## src/rtl/gsm_pkg.sv

```systemverilog
// Shared constants for the game state manager command path: flag codes,
// game state codes and the issuer FSM state encoding.
package gsm_pkg;

  localparam logic [3:0] FLAG_SCORE_INC   = 4'b0001;
  localparam logic [3:0] FLAG_LIFE_DEC    = 4'b0010;
  localparam logic [3:0] FLAG_PAUSE       = 4'b0100;
  localparam logic [3:0] FLAG_RESUME      = 4'b0101;
  localparam logic [3:0] FLAG_TO_READY    = 4'b1000;
  localparam logic [3:0] FLAG_TO_PLAY     = 4'b1010;
  localparam logic [3:0] FLAG_STAGE_CLEAR = 4'b1100;
  localparam logic [3:0] FLAG_GAME_OVER   = 4'b1101;
  localparam logic [3:0] FLAG_GAME_CLEAR  = 4'b1110;
  localparam logic [3:0] FLAG_RESET_ALL   = 4'b1111;

  localparam logic [2:0] READY       = 3'b001;
  localparam logic [2:0] PLAYING     = 3'b010;
  localparam logic [2:0] GAME_OVER   = 3'b011;
  localparam logic [2:0] STAGE_CLEAR = 3'b100;
  localparam logic [2:0] GAME_CLEAR  = 3'b101;

  typedef enum logic [1:0] {
    ST_IDLE    = 2'd0,
    ST_ASSERT  = 2'd1,
    ST_RELEASE = 2'd2
  } issuer_state_t;

endpackage

```

## src/rtl/gsm_cmd_fifo.sv

```systemverilog
// In-order command queue with async reset. Pushes while full and pops while
// empty are ignored; pointers wrap modulo DEPTH (power of two).
module gsm_cmd_fifo #(
  parameter int DEPTH = 4,
  parameter int W     = 4
) (
  input  logic                     clk_1mhz,
  input  logic                     rst,
  input  logic                     push,
  input  logic [W-1:0]             din,
  input  logic                     pop,
  output logic [W-1:0]             dout,
  output logic                     full,
  output logic                     empty,
  output logic [$clog2(DEPTH):0]   level
);
  localparam int AW = $clog2(DEPTH);

  logic [W-1:0]  mem [DEPTH];
  logic [AW-1:0] wr_ptr;
  logic [AW-1:0] rd_ptr;
  logic          do_push;
  logic          do_pop;

  assign full    = (level == (AW+1)'(DEPTH));
  assign empty   = (level == '0);
  assign do_push = push & ~full;
  assign do_pop  = pop & ~empty;
  assign dout    = mem[rd_ptr];

  always_ff @(posedge clk_1mhz) begin
    if (do_push) begin
      mem[wr_ptr] <= din;
    end
  end

  always_ff @(posedge clk_1mhz or posedge rst) begin
    if (rst) begin
      wr_ptr <= '0;
      rd_ptr <= '0;
      level  <= '0;
    end else begin
      if (do_push) wr_ptr <= wr_ptr + 1'b1;
      if (do_pop)  rd_ptr <= rd_ptr + 1'b1;
      case ({do_push, do_pop})
        2'b10:   level <= level + 1'b1;
        2'b01:   level <= level - 1'b1;
        default: level <= level;
      endcase
    end
  end

endmodule

```

## src/rtl/gsm_cmd_issuer.sv

```systemverilog
// Serialises queued command flags onto the flag/trig/done interface:
// trig is held until done or timeout, then kept low for a fixed gap.
module gsm_cmd_issuer
  import gsm_pkg::*;
#(
  parameter int DEPTH          = 4,
  parameter int TIMEOUT_CYCLES = 15,
  parameter int GAP_CYCLES     = 3
) (
  input  logic                   clk_1mhz,
  input  logic                   rst,
  input  logic                   cmd_valid,
  input  logic [3:0]             cmd_flag,
  output logic                   cmd_ready,
  output logic [3:0]             flag,
  output logic                   trig,
  input  logic                   done,
  output logic                   busy,
  output logic                   timeout_err,
  output logic                   overflow,
  output logic [$clog2(DEPTH):0] level,
  output issuer_state_t          state_dbg
);
  localparam int CNT_MAX = (TIMEOUT_CYCLES > GAP_CYCLES) ? TIMEOUT_CYCLES : GAP_CYCLES;
  localparam int CW      = $clog2(CNT_MAX + 1);

  issuer_state_t state_q, state_d;
  logic [CW-1:0] cnt_q, cnt_d;
  logic [3:0]    flag_q, flag_d;
  logic          timeout_q, timeout_d;
  logic          pop;
  logic          full;
  logic          empty;
  logic [3:0]    head;

  gsm_cmd_fifo #(.DEPTH(DEPTH), .W(4)) u_fifo (
    .clk_1mhz (clk_1mhz),
    .rst      (rst),
    .push     (cmd_valid),
    .din      (cmd_flag),
    .pop      (pop),
    .dout     (head),
    .full     (full),
    .empty    (empty),
    .level    (level)
  );

  always_ff @(posedge clk_1mhz or posedge rst) begin
    if (rst) begin
      state_q   <= ST_IDLE;
      cnt_q     <= '0;
      flag_q    <= '0;
      timeout_q <= 1'b0;
    end else begin
      state_q   <= state_d;
      cnt_q     <= cnt_d;
      flag_q    <= flag_d;
      timeout_q <= timeout_d;
    end
  end

  // done wins over the timeout when both land on the same edge.
  always_comb begin
    state_d   = state_q;
    cnt_d     = cnt_q;
    flag_d    = flag_q;
    timeout_d = 1'b0;
    pop       = 1'b0;
    case (state_q)
      ST_IDLE: begin
        if (!empty) begin
          pop     = 1'b1;
          flag_d  = head;
          cnt_d   = '0;
          state_d = ST_ASSERT;
        end
      end
      ST_ASSERT: begin
        if (done) begin
          cnt_d   = '0;
          state_d = ST_RELEASE;
        end else if (cnt_q == CW'(TIMEOUT_CYCLES - 1)) begin
          cnt_d     = '0;
          timeout_d = 1'b1;
          state_d   = ST_RELEASE;
        end else begin
          cnt_d = cnt_q + 1'b1;
        end
      end
      ST_RELEASE: begin
        if (cnt_q == CW'(GAP_CYCLES - 1)) begin
          cnt_d   = '0;
          state_d = ST_IDLE;
        end else begin
          cnt_d = cnt_q + 1'b1;
        end
      end
      default: begin
        cnt_d   = '0;
        state_d = ST_IDLE;
      end
    endcase
  end

  // trig decodes the state register so an async reset drops it at once.
  assign trig        = (state_q == ST_ASSERT);
  assign flag        = flag_q;
  assign timeout_err = timeout_q;
  assign cmd_ready   = ~full;
  assign overflow    = cmd_valid & full;
  assign busy        = (state_q != ST_IDLE) | (level != '0);
  assign state_dbg   = state_q;

endmodule

```

## config.mk

```make
export PLATFORM = sky130hd
export DESIGN_NAME = gsm_cmd_issuer
export DESIGN_NICKNAME = d
export VERILOG_FILES = /design/src/rtl/gsm_pkg.sv /design/src/rtl/gsm_cmd_fifo.sv /design/src/rtl/gsm_cmd_issuer.sv
export SDC_FILE = /design/constraint.sdc
export NUM_CORES = 1
export LEC_CHECK = 0
export CAP_MARGIN = 0
export CORE_MARGIN = 4
export CORE_UTILIZATION = 40
export CTS_CLUSTER_DIAMETER = 50
export CTS_CLUSTER_SIZE = 10
export DETAILED_ROUTE_END_ITERATION = 8
export GPL_ROUTABILITY_DRIVEN = 0
export SLEW_MARGIN = 20
export SYNTH_ARGS = -nofsm -noshare
export SYNTH_HDL_FRONTEND = slang
export SYNTH_SLANG_ARGS = --single-unit
```

## constraint.sdc

```tcl
create_clock -name clk_1mhz -period 2.58 [get_ports clk_1mhz]
set_input_delay 0.516 -clock clk_1mhz [delete_from_list [all_inputs] [get_ports clk_1mhz]]
set_output_delay 0.516 -clock clk_1mhz [all_outputs]
set_load 0.02 [all_outputs]
```

=== Word level (Yosys, flattened, before mapping) ===
Memory sizes are Yosys's and may differ from the RTL's. A register that Yosys moved wholly into a read port is not among the register bits.
Index checks and enable logic that the tools add are counted.
W data, S select, Z words.

* Bits in latches: 0
* Bits of input ports: 8
* Output and inout port bits: 14
* Memories: 1
* Logic and storage cells: 53
* Register bits: 14
* Memory bits (read-only): 0
* RAM bits: 16

{| class="wikitable"
|+ Memories
! name !! depth !! bits a word !! read ports !! clocked after memory_dff !! write ports !! RTL line !! RTL
|-
| u_fifo.mem || 4 || 4 || 1 || 1 || 1 || gsm_cmd_fifo.sv:19 || <nowiki>logic [W-1:0] mem [DEPTH];</nowiki>
|}

* Multipliers: 0
* Bitwise logic cells: 6
* Reduce and logical (&&, ||, !) cells: 7
* $lt $le $gt $ge: 0
* Shift-type cells: 0
* Add/sub/neg operators: 5
* Multiplexer cells: 18
* Eq/ne operators: 10
* Div/mod/pow operators: 0

{| class="wikitable"
|+ Operator list
! operator !! number
|-
| $mux W4 || 4
|-
| $pmux W4 S3 || 1
|-
| $mux W2 || 4
|-
| $mux W1 || 7
|-
| $pmux W2 S3 || 1
|-
| $pmux W3 S2 || 1
|-
| $add A2 B1 Y2 const B || 2
|-
| $add A4 B1 Y4 const B || 1
|-
| $eq A2 B1 Y1 const B || 2
|-
| $eq A2 B2 Y1 const B || 2
|-
| $eq A4 B2 Y1 const B || 1
|-
| $eq A4 B4 Y1 const B || 1
|-
| $ne A2 B2 Y1 const B || 2
|-
| $reduce_bool A2 Y1 || 2
|-
| $add A3 B1 Y3 const B || 1
|-
| $and A1 B1 Y1 || 3
|-
| $eq A3 B3 Y1 const B || 1
|-
| $logic_not A3 Y1 || 1
|-
| $ne A3 B1 Y1 const B || 1
|-
| $reduce_and A3 Y1 || 1
|-
| $reduce_bool A3 Y1 || 1
|-
| $sub A3 B1 Y3 const B || 1
|-
| $logic_not A2 Y1 || 1
|-
| $not A1 Y1 || 2
|-
| other kinds (2) || 2
|}

=== Logic depth before layout (Yosys ltp) ===
Gate-level depths: netlist of run 1.

* Word-level depth: 6
* Mapped depth: 10
* Gate-level depth less buffers: 9

=== Modules after synthesis ===
A second synthesis of run 1 with hierarchy kept.

* Cell total of the unflattened synthesis: 117
* Area, all modules: 1644.1 sq um

{| class="wikitable"
|+ Modules (own cells, without submodules)
! module !! cells an instance !! area an instance (sq um) !! times used !! sequential area each (sq um)
|-
| gsm_cmd_fifo || 59 || 1021.0 || 1 || 655.6
|-
| gsm_cmd_issuer || 58 || 623.1 || 1 || 275.3
|}

=== Worst setup path after synthesis of run 1 ===
Ideal clock, no wire load.

* Path kind: reg-to-reg
* From: register u_fifo.level[0]
* To: register u_fifo.level[2]
* Slack: 464 ps
* Arrival: 2035 ps
* Setup time: 80 ps
* Path buffers: 0
* Stages on the path, launching flop included: 10
* Cell sequence: dfrtp_1 nor2_1 nand2_1 nand2_1 ha_1 inv_1 fa_1 xor2_1 nor2_1 xor2_1

{| class="wikitable"
|+ RTL lines
! element !! RTL line !! RTL
|-
| start, declared || gsm_cmd_fifo.sv:15 || <nowiki>output logic [$clog2(DEPTH):0] level</nowiki>
|-
| start signal, assigned || gsm_cmd_fifo.sv:46 || <nowiki>2'b10: level <= level + 1'b1;</nowiki>
|-
| start signal, assigned || gsm_cmd_fifo.sv:47 || <nowiki>2'b01: level <= level - 1'b1;</nowiki>
|-
| start signal, assigned || gsm_cmd_fifo.sv:48 || <nowiki>default: level <= level;</nowiki>
|-
| $eq A3 B3 Y1 * || gsm_cmd_fifo.sv:25 || <nowiki>assign full = (level == (AW+1)'(DEPTH));</nowiki>
|-
| $not A1 Y1 * || - ||
|-
| net cmd_ready || gsm_cmd_issuer.sv:14 || <nowiki>output logic cmd_ready,</nowiki>
|-
| $and A1 B1 Y1 * || gsm_cmd_fifo.sv:27 || <nowiki>assign do_push = push & ~full;</nowiki>
|-
| $eq A2 B1 Y1 or $eq A2 B2 Y1 (tied branches) || gsm_cmd_fifo.sv:45 || <nowiki>case ({do_push, do_pop})</nowiki>
|-
| $pmux W3 S2 or $reduce_bool A2 Y1 (tied branches) || - ||
|}

The timed path passes the listed nets; every way through them passes the cells marked *.
A chain may end at the register's enable or synchronous reset.

=== Worst setup path after layout of run 1 ===
* From: input port cmd_valid
* To: output port overflow

* Cells in the longest elaborated chain, start to end: 1

{| class="wikitable"
|+ RTL lines
! element !! RTL line !! RTL
|-
| start, declared || gsm_cmd_issuer.sv:12 || <nowiki>input logic cmd_valid,</nowiki>
|-
| $and A1 B1 Y1 || gsm_cmd_issuer.sv:110 || <nowiki>assign overflow = cmd_valid & full;</nowiki>
|-
| end, declared || gsm_cmd_issuer.sv:20 || <nowiki>output logic overflow,</nowiki>
|}

Every way passes these cells.

==> reports/results.txt, run 1 <==
Clock Tree Buf Depth = 2
Ports = 22
FF-to-FF Start = u_fifo.level[0]
Slew at the pin with the worst max-slew slack = 730 ps
Placed cell area = 1860 um^2
Gr ovfl total = 0
Drt first-iter violations = 29
Top-count cell post-synth = dfrtp_1
Chip Width = 71.0 um
Leading cell types by count after synthesis = 18 x dfrtp_1, 16 x edfxtp_1, 13 x inv_1, 11 x ha_1, 7 x nand2_1
CP endpoint kind = output port
Area of the core = 3740 um^2
Initial DRT Pass Iterations = 4
First-pass GRT wire length = 4.49 mm
EDFF count, synth = 16
CTS H-tree depth = 2
Worst slack at placement = 232 ps
Top_reg_cell synth = dfrtp_1
Root Driver = clkbuf_8
Synth Register Bits = 34
Resize count post-CTS = 0
Largest net degree at the start of global routing = 19
DRT Wirelength = 2.57 mm
Setup Buffers After CTS = 0
Syn nets = 134
Avg Inst Size Synth = 13.9 um^2
Initial Util = 42.4%
Die area = 5050 um^2
Data arrival, critical path = 1830 ps
Power Density = 1200 nW/um^2
Total number of vias = 926
Antenna Nets Post-Route = 0
CTS sink count = 34
Dpl cells = 183
CP Launch Type = primary input
Static leakage = 0.807 nW
R2r endpoint = u_fifo.level[2]
Clock Latency Late Sink = 280 ps
Vias in the first global route = 993
RSZ-0062 raised after global routing = false
CP max FO = 6
Synth top area share = 30.2%
Wire per inst = 13.5 um
Worst slew margin = 51.3%
Min-delay worst type = reg -> reg
Layout Cells excl Fill = 191
Total CTS buffers = 5
Final worst path period need = 2350 ps
Total power = 2.37 mW
Post-synth ARST share = 52.9%
Hold violation count in the final report = 0
Peak supply drop = 0.763 mV
Multi-input gate area = 599 um^2
Slew Limit Fails = 0
Storage cell area = 931 um^2
Register area share after synthesis = 58.6%
Most frequent CP cell = clkdlybuf4s50_1
Max stage delay on crit path = 600 ps
# fillers = 330
Die height = 71.0 um
IO buf count = 21
Row cnt = 22
Antenna fix cells = 0
Clock skew = 9.07 ps
Setup ws final = 231 ps
Hold Slack = 507 ps
Critical path destination = overflow
Worst-path clk slew = 70 ps
Mapped cell area = 1590 um^2
Crit share post-route = 91.0%
Fin util = 52.6%
Fmax = 0.426 GHz
Initial antenna violation count = 0
FF-to-FF path depth = 9
Tot GR Track Use = 11.7%
Final setup TNS = 0 ps
Unique cell type count in the Yosys netlist = 28
Critical path data required time = 2060 ps
Vias per Instance = 4.85
Post-DP HPWL = 1.93 mm
Mapped Cells = 114
Flop2flop setup slack = 490 ps
Post-CTS Hold Fix Bufs = 0
Setup-failing EPs final = 0
Residual DRC count = 0
Nets@finish = 162
Worst Setup SP = cmd_valid
CTS tree = done
Final instance area = 1970 um^2
Kind of critical path = in -> out
Status = completed
Largest cells by area after synthesis = edfxtp_1 30%, dfrtp_1 28%, ha_1 8.7%, mux4_2 5.7%, mux2_2 3.5%
Area leader, netlist = edfxtp_1
Crit-path cells = clkdlybuf4s50_1 > and3_1 > clkdlybuf4s50_1
Share of cells above drive strength 1 = 14.0%
Warnings from Yosys = 0
Synth-to-layout area growth = 24.0%
Max_cap viols = 0
Slowest cell on crit path = clkdlybuf4s50_1
[state kept, by name, summed over array words and instances, names as in the netlist]
signal and flops:
u_fifo.rd_ptr 2, state_dbg 2, cnt_q 4, u_fifo.wr_ptr 2
flag 4, u_fifo.level 3, timeout_err 1, u_fifo.mem 16
[worst max-delay path: cells and delay by family]
family                 cells  cell delay, ps
buffers and inverters      2            1130
and+or+nand+nor            1             180
[per-layer routing]
layer | GRT usage (%) | vias up | wire (um)
li1 | - | 456 | -
met1 | 13.7 | 450 | 1130
met2 | 19.6 | 14 | 1310
met3 | 3.55 | 6 | 82
met4 | 5.64 | 0 | 54
met5 | 0 | - | 0
[cell type report]
type,count,area share (%)
Multi-Input combinational cell,65,30.4
Clock buffer,6,3.68
Timing Repair Buffer,23,11.4
Clock inverter,2,1.71
Tap cell,48,3.05
Sequential cell,34,47.2
Inverter,13,2.48
[placed cells by master (no fill, tap or decap), types with 2 or more instances in the layout]
cell and count:
a21oi_2 2, and3_1 5, buf_4 2, clkbuf_8 5, clkdlybuf4s50_1 21, dfrtp_1 18, edfxtp_1 16, ha_1 11
inv_1 13, mux2_1 2, mux2_2 5, mux4_2 4, nand2_1 7, nand3_1 4, nor2_1 4, nor3_1 2
o21ai_0 2, xnor2_1 3, xor2_1 3
[how the worst min path moves through the flow]
stage | startpoint | endpoint | depth (start not counted)
global route | flag[3] | flag[3] | 1
floorplan | rst | cnt_q[0] | 1
CTS | flag[3] | flag[3] | 1
global placement | flag[2] | flag[2] | 1
detailed placement | flag[3] | flag[3] | 1
finish | flag[3] | flag[3] | 1
[cell families after synthesis]
kind of cell    share of synthesized area [%]
flops                                    58.6
mux                                      11.3
compound gates                           3.47
xor+xnor                                 3.31
buf+inv                                  3.70
simple gates                             9.76
fa+ha+maj                                9.92
[where the power goes]
part / internal [mW] / leakage, nW / total (mW) / switching [mW]
combinational: 0.526 / 0.385 / 1.01 / 0.481
clock: 0.285 / 0.0528 / 0.458 / 0.173
sequential: 0.745 / 0.369 / 0.902 / 0.156
Note: power is estimated with default switching activity, not from simulation.
==> run 2: changes to the inputs <==
--- a/config.mk
+++ b/config.mk
@@ -6,12 +6,12 @@
 export NUM_CORES = 1
 export LEC_CHECK = 0
 export CAP_MARGIN = 0
-export CORE_MARGIN = 4
 export CORE_UTILIZATION = 40
 export CTS_CLUSTER_DIAMETER = 50
 export CTS_CLUSTER_SIZE = 10
 export DETAILED_ROUTE_END_ITERATION = 8
 export GPL_ROUTABILITY_DRIVEN = 0
+export PLACE_DENSITY_LB_ADDON = 0.2
 export SLEW_MARGIN = 20
 export SYNTH_ARGS = -nofsm -noshare
 export SYNTH_HDL_FRONTEND = slang
==> run 2 against run 1 <==
Against the previous run: final cell count is the same; non-clock buffer count is the same; via count grew 1.8%; total power grew 0.67%; setup slack gained 19 ps; critical path type unchanged; critical endpoint unchanged; largest cell class unchanged.
==> reports/results.txt, run 2 (synthesis gave the netlist of run 1 again) <==
Status = completed (unchanged)
Share of cells above drive strength 1 = 14.0% (unchanged)
Residual DRC count = 0 (unchanged)
Dpl cells = 183 (unchanged)
Gr ovfl total = 0 (unchanged)
Setup ws final = 250 ps (was 231 ps)
Total CTS buffers = 5 (unchanged)
DRT Wirelength = 2.55 mm (was 2.57 mm)
Worst slew margin = 53.0% (was 51.3%)
Slew at the pin with the worst max-slew slack = 704 ps (was 730 ps)
Antenna Nets Post-Route = 0 (unchanged)
Tot GR Track Use = 14.3% (was 11.7%)
Largest net degree at the start of global routing = 19 (unchanged)
Ports = 22 (unchanged)
Most common cell after layout, fill and taps aside = clkdlybuf4s50_1 (unchanged)
# fillers = 335 (was 330)
Vias per Instance = 4.94 (was 4.85)
RSZ-0062 raised after global routing = false (unchanged)
Resize count post-CTS = 0 (unchanged)
Min-delay worst type = reg -> reg (unchanged)
Data arrival, critical path = 1810 ps (was 1830 ps)
Initial antenna violation count = 0 (unchanged)
Initial DRT Pass Iterations = 4 (unchanged)
Max_cap viols = 0 (unchanged)
Final worst path period need = 2330 ps (was 2350 ps)
FF-to-FF path depth = 9 (unchanged)
Setup-failing EPs final = 0 (unchanged)
Initial Util = 42.4% (unchanged)
Worst hold stages = 1 (unchanged)
Vias in the first global route = 977 (was 993)
Biggest register = u_fifo.mem (unchanged)
CTS sink count = 34 (unchanged)
Worst slack at placement = 262 ps (was 232 ps)
Clock Tree Buf Depth = 2 (unchanged)
Final setup TNS = 0 ps (unchanged)
Root Driver = clkbuf_8 (unchanged)
Post-DP HPWL = 1.90 mm (was 1.93 mm)
Clock Latency Late Sink = 280 ps (about the same)
Drt first-iter violations = 38 (was 29)
Layout Cells excl Fill = 191 (unchanged)
Crit-path leading delay family = buffers and inverters (unchanged)
Synth-to-layout area growth = 24.0% (unchanged)
Crit share post-route = 90.3% (was 91.0%)
Critical path data required time = 2060 ps (about the same)
Power Density = 1210 nW/um^2 (was 1200 nW/um^2)
Fmax = 0.429 GHz (was 0.426 GHz)
CTS tree = done (unchanged)
Die height = 65.0 um (was 71.0 um)
IO buf count = 21 (unchanged)
Clock skew = 4.08 ps (was 9.07 ps)
Setup Buffers After CTS = 0 (unchanged)
Most frequent cells in the layout = 21 x clkdlybuf4s50_1, 18 x dfrtp_1, 16 x edfxtp_1 (unchanged)
Chip Width = 65.0 um (was 71.0 um)
Max stage delay on crit path = 600 ps (about the same)
Most frequent CP cell = clkdlybuf4s50_1 (unchanged)
Antenna fix cells = 0 (unchanged)
CP endpoint kind = output port (unchanged)
Row cnt = 22 (unchanged)
Peak supply drop = 0.579 mV (was 0.763 mV)
Total number of vias = 943 (was 926)
Wire per inst = 13.3 um (was 13.5 um)
Static leakage = 0.807 nW (about the same)
CTS H-tree depth = 2 (unchanged)
Kind of critical path = in -> out (unchanged)
Die area = 4230 um^2 (was 5050 um^2)
Worst-path clk slew = 60 ps (was 70 ps)
CP max FO = 6 (unchanged)
Slew Limit Fails = 0 (unchanged)
Crit-path cells = clkdlybuf4s50_1 > and3_1 > clkdlybuf4s50_1 (unchanged)
Nets@finish = 162 (unchanged)
Area of the core = 3740 um^2 (unchanged)
Fin util = 52.6% (unchanged)
First-pass GRT wire length = 4.42 mm (was 4.49 mm)
Post-CTS Hold Fix Bufs = 0 (unchanged)
Slowest cell on crit path = clkdlybuf4s50_1 (unchanged)
Worst path bufs/invs = 2 (unchanged)
CP Launch Type = primary input (unchanged)
Critical path depth in cells = 3 (unchanged)
Total power = 2.38 mW (was 2.37 mW)
Hold violation count in the final report = 0 (unchanged)
Number of flip-flops in the largest register = 16 (unchanged)
==> run 2: changes by cell type in the layout (fill, tap and decap cells not counted), sizes merged <==
| cell | change |
|---|---|
| clkbuf | +1 |
| clkinv | -1 |
==> run 2: final timing paths <==
| check | slack (ps) | end | from |
|---|---|---|---|
| worst min-delay path | 510 | flag[1] | flag[1] |
| min in group asynchronous | 650 | cnt_q[3] | rst |
| worst max-delay path | 250 | overflow | cmd_valid |
| max in group asynchronous | 1480 | u_fifo.wr_ptr[0] | rst |
| worst min register to register | 510 | flag[1] | flag[1] |
| worst max register to register | 530 | u_fifo.level[2] | u_fifo.level[0] |
==> run 2: power by group <==
part           total, mW  internal (mW)  switching [mW]
Combinational       1.01          0.528           0.484
Sequential         0.902          0.745           0.156
Clock              0.469          0.289           0.180
==> run 2: per-layer routing <==
| metal | wire (um) | up-vias | global-route usage [%] |
|---|---|---|---|
| li1 | - | 454 | - |
| met1 | 1230 | 463 | 19.3 |
| met2 | 1180 | 22 | 21.4 |
| met3 | 115 | 4 | 4.75 |
| met4 | 25 | 0 | 5.16 |
| met5 | 0 | - | 0 |
==> run 2: through the flow <==
| step | cell area, um^2 | hold slack (ps) |
|---|---|---|
| 2_1_floorplan | 1590 | 455 |
| 3_3_place_gp | 1860 | 490 |
| 3_5_place_dp | 1860 | 503 |
| 4_1_cts | 1970 | 518 |
| 5_1_grt | 1970 | 531 |
| 6_report | 1970 | 512 |
==> run 2: layout make-up <==
type                       instances  area [um^2]  area share (%)
sequential                        34          931            47.2
multi-input combinational         65          599            30.4
timing repair buffer              23          225            11.4
clock buffer                       7         76.3            3.87
tap                               48         60.1            3.05
inverter                          13         48.8            2.48
clock inverter                     1         30.0            1.52
==> run 3: changes to the inputs <==
--- a/config.mk
+++ b/config.mk
@@ -12,7 +12,7 @@
 export DETAILED_ROUTE_END_ITERATION = 8
 export GPL_ROUTABILITY_DRIVEN = 0
 export PLACE_DENSITY_LB_ADDON = 0.2
-export SLEW_MARGIN = 20
+export SLEW_MARGIN = 15
 export SYNTH_ARGS = -nofsm -noshare
 export SYNTH_HDL_FRONTEND = slang
 export SYNTH_SLANG_ARGS = --single-unit
==> results of run 3 <==
The final DEF is identical to that of run 2; final timing and power are the same.
==> variant 1, RTL diff (config.mk and constraints of run 2) <==
Make the reset (`rst`) synchronous in 2 clocked blocks. Comments in the files are not updated.
--- a/src/rtl/gsm_cmd_fifo.sv
+++ b/src/rtl/gsm_cmd_fifo.sv
@@ -36,3 +36,3 @@
 
-  always_ff @(posedge clk_1mhz or posedge rst) begin
+  always_ff @(posedge clk_1mhz) begin
     if (rst) begin
--- a/src/rtl/gsm_cmd_issuer.sv
+++ b/src/rtl/gsm_cmd_issuer.sv
@@ -47,3 +47,3 @@
 
-  always_ff @(posedge clk_1mhz or posedge rst) begin
+  always_ff @(posedge clk_1mhz) begin
     if (rst) begin
Check against the original RTL: differs if rst is asserted again (counterexample within 4 cycles, from zero or initial values and one cycle with rst high); with rst held inactive, the same outputs for 10 cycles.
==> variant 1 against run 2 <==
  * Area after synthesis fell by 3.3%
  * Fmax fell by 3.9%
  * Highest routed layer unchanged
  * Sequential cell count did not move
  * Global-route usage rose by 0.89 points
  * Worst setup slack got worse by 0.094 ns
  * Hold slack got worse by 0.049 ns
  * Total power fell by 19%
  * Wire length rose by 3.1%
  * Design area fell by 3.8%
==> variant 1: results (changes against run 2) <==
relative slew slack 55.0% (+2.0 points); post-synthesis compound-gate area fraction 6.43% (+3.0 points); Synth top cells by count dfxtp_1, edfxtp_1, nand2_1; peak supply drop 0.467 mV (-19%); hold path cells 2 (+1); layout cells sized above 1 10.6% (-3.4 points); H-tree depth 2 (unchanged); Worst R2R Start state_dbg[0]; CTS clk-pin slew, worst paths 0.07 ns; setup slack after placement 0.115 ns (-0.147 ns); maximum clock path buffer count 2 (unchanged); placed wire-length estimate 1.93 mm (+1.6%); most area-consuming cells after synthesis edfxtp_1, dfxtp_1, ha_1; asr flop ratio synth 0% (-53 points); register area share after synthesis 54.7% (-3.9 points); vias post-DR 1044 (+11%); worst r2r dst u_fifo.level[2]; WP data arrival 1.91 ns (+0.10 ns); predominant post-synthesis flop cell dfxtp_1; WHS 0.463 ns (-0.0492 ns); first-pass GRT wire length 4.55 mm (+2.8%); Max FO, Critical Path 6 (unchanged); post-synth net total 154 (+15%); Synth Area in XOR/XNOR 2.85% (-0.46 points); Placed Area 1790 um^2 (-4.2%); Worst Hold End flag[0]; post-synth cell types 32 (+14%); WL/cell 12.6 um (-5.4%); adder-cell share of the synthesized area 9.45% (-0.48 points); status completed; R2R setup slack 0.33 ns (-0.20 ns); Leakage 0.695 nW (-14%); Syn Inst Count 135 (+18%); Worst R2R Path Depth 10 (+1); Port Buffers 21 (unchanged); drt via density 5.02 (+1.7%); First DRT Iteration DRCs 34 (-11%); mux share of post-synthesis cell area 6.51% (-4.7 points); hold_sp flag[0]; Yosys warnings 0 (unchanged); Final #Nets 178 (+9.9%); clk_skew 0.00421 ns (+0.000138 ns); # placed instances 200 (+9.3%); GRT Util Overall 15.2% (+0.89 points)
variant 1: changes by cell type after synthesis, sizes merged, moves of 6 or more:
cell / run 2 / this run
dfrtp: 18 / 0
a21oi: 3 / 9
nand2: 7 / 16
mux2: 7 / 0
dfxtp: 0 / 18
nor2: 4 / 12
variant 1: power breakdown:
part | total (mW) | switching [mW] | leakage (nW) | internal, mW
clock network | 0.472 | 0.188 | 0.0579 | 0.284
logic | 0.721 | 0.391 | 0.343 | 0.330
registers | 0.747 | 0.0809 | 0.294 | 0.666
total | 1.94 | 0.659 | 0.695 | 1.28
variant 1: how the worst max path moves through the flow:
| stage | cells after the start | from | endpoint | slack, ns |
|---|---|---|---|---|
| CTS | 5 | state_dbg[0] | busy | 0.15 |
| floorplan | 9 | u_fifo.level[0] | u_fifo.level[2] | 0.42 |
| finish | 5 | state_dbg[0] | busy | 0.16 |
| detailed placement | 8 | cmd_valid | u_fifo.level[2] | 0.11 |
| global route | 5 | state_dbg[0] | busy | 0.06 |
| global placement | 8 | cmd_valid | u_fifo.level[2] | 0.18 |
variant 1: logic make-up after synthesis:
family,Yosys count
adders and majority gates,11
DFF,34
and+or+nand+nor,49
xor gates and xnor gates,5
AOI/OAI and AO/OA,16
buffers and inverters,15
muxes,5
variant 1: routing by layer:
metal | routed length [um] | track usage [%]
met1 | 1160 | 16.0
met2 | 1290 | 26.5
met3 | 112 | 5.36
met4 | 61 | 7.67
met5 | 0 | 0
variant 1: area by class of cell:
| cell class | instances | area [um^2] |
|---|---|---|
| clock buffers | 5 | 68.8 |
| clock inverters | 3 | 40.0 |
| fillers | 330 | 1770 |
| inverters | 11 | 41.3 |
| multi-input cells | 86 | 634 |
| flip-flops and latches | 34 | 841 |
| well taps | 48 | 60.1 |
| repair buffers | 21 | 210 |
==> variant 2, RTL diff (flow settings as in run 2) <==
Without the edit above. `GAP_CYCLES`: 3 -> 6.
--- a/src/rtl/gsm_cmd_issuer.sv
+++ b/src/rtl/gsm_cmd_issuer.sv
@@ -7,3 +7,3 @@
   parameter int TIMEOUT_CYCLES = 15,
-  parameter int GAP_CYCLES     = 3
+  parameter int GAP_CYCLES     = 6
 ) (
Function: changed (a bounded check fails within 10 cycles, from zero or initial values and one cycle with rst high).
==> variant 2 against run 2 <==
  * Worst setup slack lost 0.033 ns
  * Critical path type unchanged
  * Core utilization shrank 0.50 points
  * Die area is essentially flat
  * Wire length grew 0.59%
  * Critical path depth is the same
  * Highest routed layer unchanged
  * Total power shrank 4.6%
  * Area after synthesis is essentially flat
  * Sequential cell count is the same
  * Clock skew grew 0.0012 ns
  * Non-clock buffer count is the same
  * Design area shrank 0.95%
  * Synthesized cell count shrank 0.88%
==> variant 2: results (changes against run 2) <==
status completed; Reg with most FFs u_fifo.mem; post-CTS sizing 0 (unchanged); vias in the first global route 1005 (+2.9%); predominant post-synthesis flop cell dfrtp_1; Worst R2R Start u_fifo.level[0]; type of origin of the critical path input port; Worst Hold Class flip-flop to flip-flop; # placed instances 182 (-0.55%); placed wire-length estimate 1.94 mm (+2.1%); most area-consuming cells after synthesis edfxtp_1, dfrtp_1, ha_1; H-tree depth 2 (unchanged); largest net degree at the start of global routing 19 (unchanged); CTS clk-pin slew, worst paths 0.06 ns (about the same); initial antenna violation count 0 (unchanged); Max Cap Viol 0 (unchanged); Fin Setup TNS 0 ns (unchanged); Clk Latency, worst-skew pair 0.28 ns (about the same); register area share after synthesis 58.5% (about the same); max reg flops 16 (unchanged); Port Buffers 21 (unchanged); GRT Util Overall 14.2% (-0.032 points); n_diodes 0 (unchanged); layout cells sized above 1 17.6% (+3.6 points); setup bufs post-CTS 0 (unchanged); CP Launch Point cmd_valid; hold_sp flag[0]; Leakage 0.795 nW (-1.5%); Final #Nets 159 (-1.9%); fin cells 190 (-0.52%); WP data arrival 1.85 ns (+0.04 ns); Synth top cells by count dfrtp_1, edfxtp_1, inv_1; Mapped Avg Cell Area 14.1 um^2 (+0.96%); Max FO, Critical Path 6 (unchanged); post-synth cell types 30 (+7.1%); Crit path largest cell delay 0.61 ns; slowest CP cell clkdlybuf4s50_1; vias post-DR 945 (+0.21%); Worst Max-Slew Pin Slew 0.693 ns (-0.0118 ns); Post-synth EDFFs 16 (unchanged); CTS buffer count 5 (unchanged); final wirelength 2.56 mm (+0.59%); asr flop ratio synth 52.9% (unchanged); maximum clock path buffer count 2 (unchanged); clk_skew 0.00529 ns (+0.00122 ns); peak supply drop 0.636 mV (+9.9%); post-synth net total 131 (-2.2%); Root Driver clkbuf_8; Yosys warnings 0 (unchanged); First DRT Iteration DRCs 13 (-66%); first-pass GRT wire length 4.38 mm (-0.93%); first drt pass iteration count 4 (unchanged)
## variant 2: cell count changes in the layout (fill, tap and decap cells not counted), moves of 2 or more
cell,before,now
nand3_1,4,1
o21ai_0,2,5
a21oi_2,2,0
clkbuf_1,2,0
ha_1,11,9
mux2_1,2,0
mux2_2,5,7
nor2_1,4,2
## variant 2: logic make-up (layout without fill, tap and decap cells)
logic type | count (synthesis) | count (layout) | synth area share [%]
and+or+nand+nor | 27 | 27 | 11.4
xor gates and xnor gates | 6 | 6 | 3.31
DFF | 34 | 34 | 58.5
AOI/OAI and AO/OA | 10 | 10 | 3.78
muxes | 12 | 12 | 11.3
buffers and inverters | 14 | 43 | 3.38
adders and majority gates | 10 | 10 | 8.34
## variant 2: cell type report
cell class / count / area [um^2]
Tap cell: 48 / 60.1
Inverter: 12 / 45.0
Fill cell: 326 / 1790
Clock inverter: 3 / 16.3
Clock buffer: 5 / 68.8
Timing Repair Buffer: 23 / 225
Multi-Input combinational cell: 65 / 606
Sequential cell: 34 / 931
## variant 2: metal layers
layer  track usage, %  wire length, um
met1             16.4             1170
met3             4.75              113
met5                0                0
met4             4.89               28
met2             24.6             1240
## variant 2: final timing paths
path                                     to  slack [ns]  cells past startpoint
setup / recovery                   overflow        0.22                      3
hold / removal                      flag[0]        0.50                      1
setup reg to reg            u_fifo.level[2]        0.54                      9
hold reg to reg                     flag[0]        0.50                      1
max in group asynchronous          cnt_q[0]        1.50                      2
min in group asynchronous  u_fifo.wr_ptr[0]        0.64                      2
## variant 2: critical path: cells and delay by family
family | cells | cell delay, ns
buffers and inverters | 2 | 1.15
and+or+nand+nor | 1 | 0.18
## variant 2: stage by stage
step	util (%)	power (mW)	setup WS [ns]	area, um^2
6_report	52.1	2.27	0.217	1950
5_1_grt	52.1	2.45	0.0930	1950
4_1_cts	52.1	2.31	0.212	1950
3_5_place_dp	49.9	1.94	0.216	1870
3_3_place_gp	49.9	1.91	0.260	1870
2_1_floorplan	-	1.58	0.464	1590
## variant 2: power by group
| part | leakage, nW | switching (mW) | total (mW) | internal [mW] |
|---|---|---|---|---|
| logic | 0.384 | 0.469 | 1.00 | 0.535 |
| registers | 0.369 | 0.160 | 0.905 | 0.745 |
| clock network | 0.0416 | 0.179 | 0.364 | 0.184 |
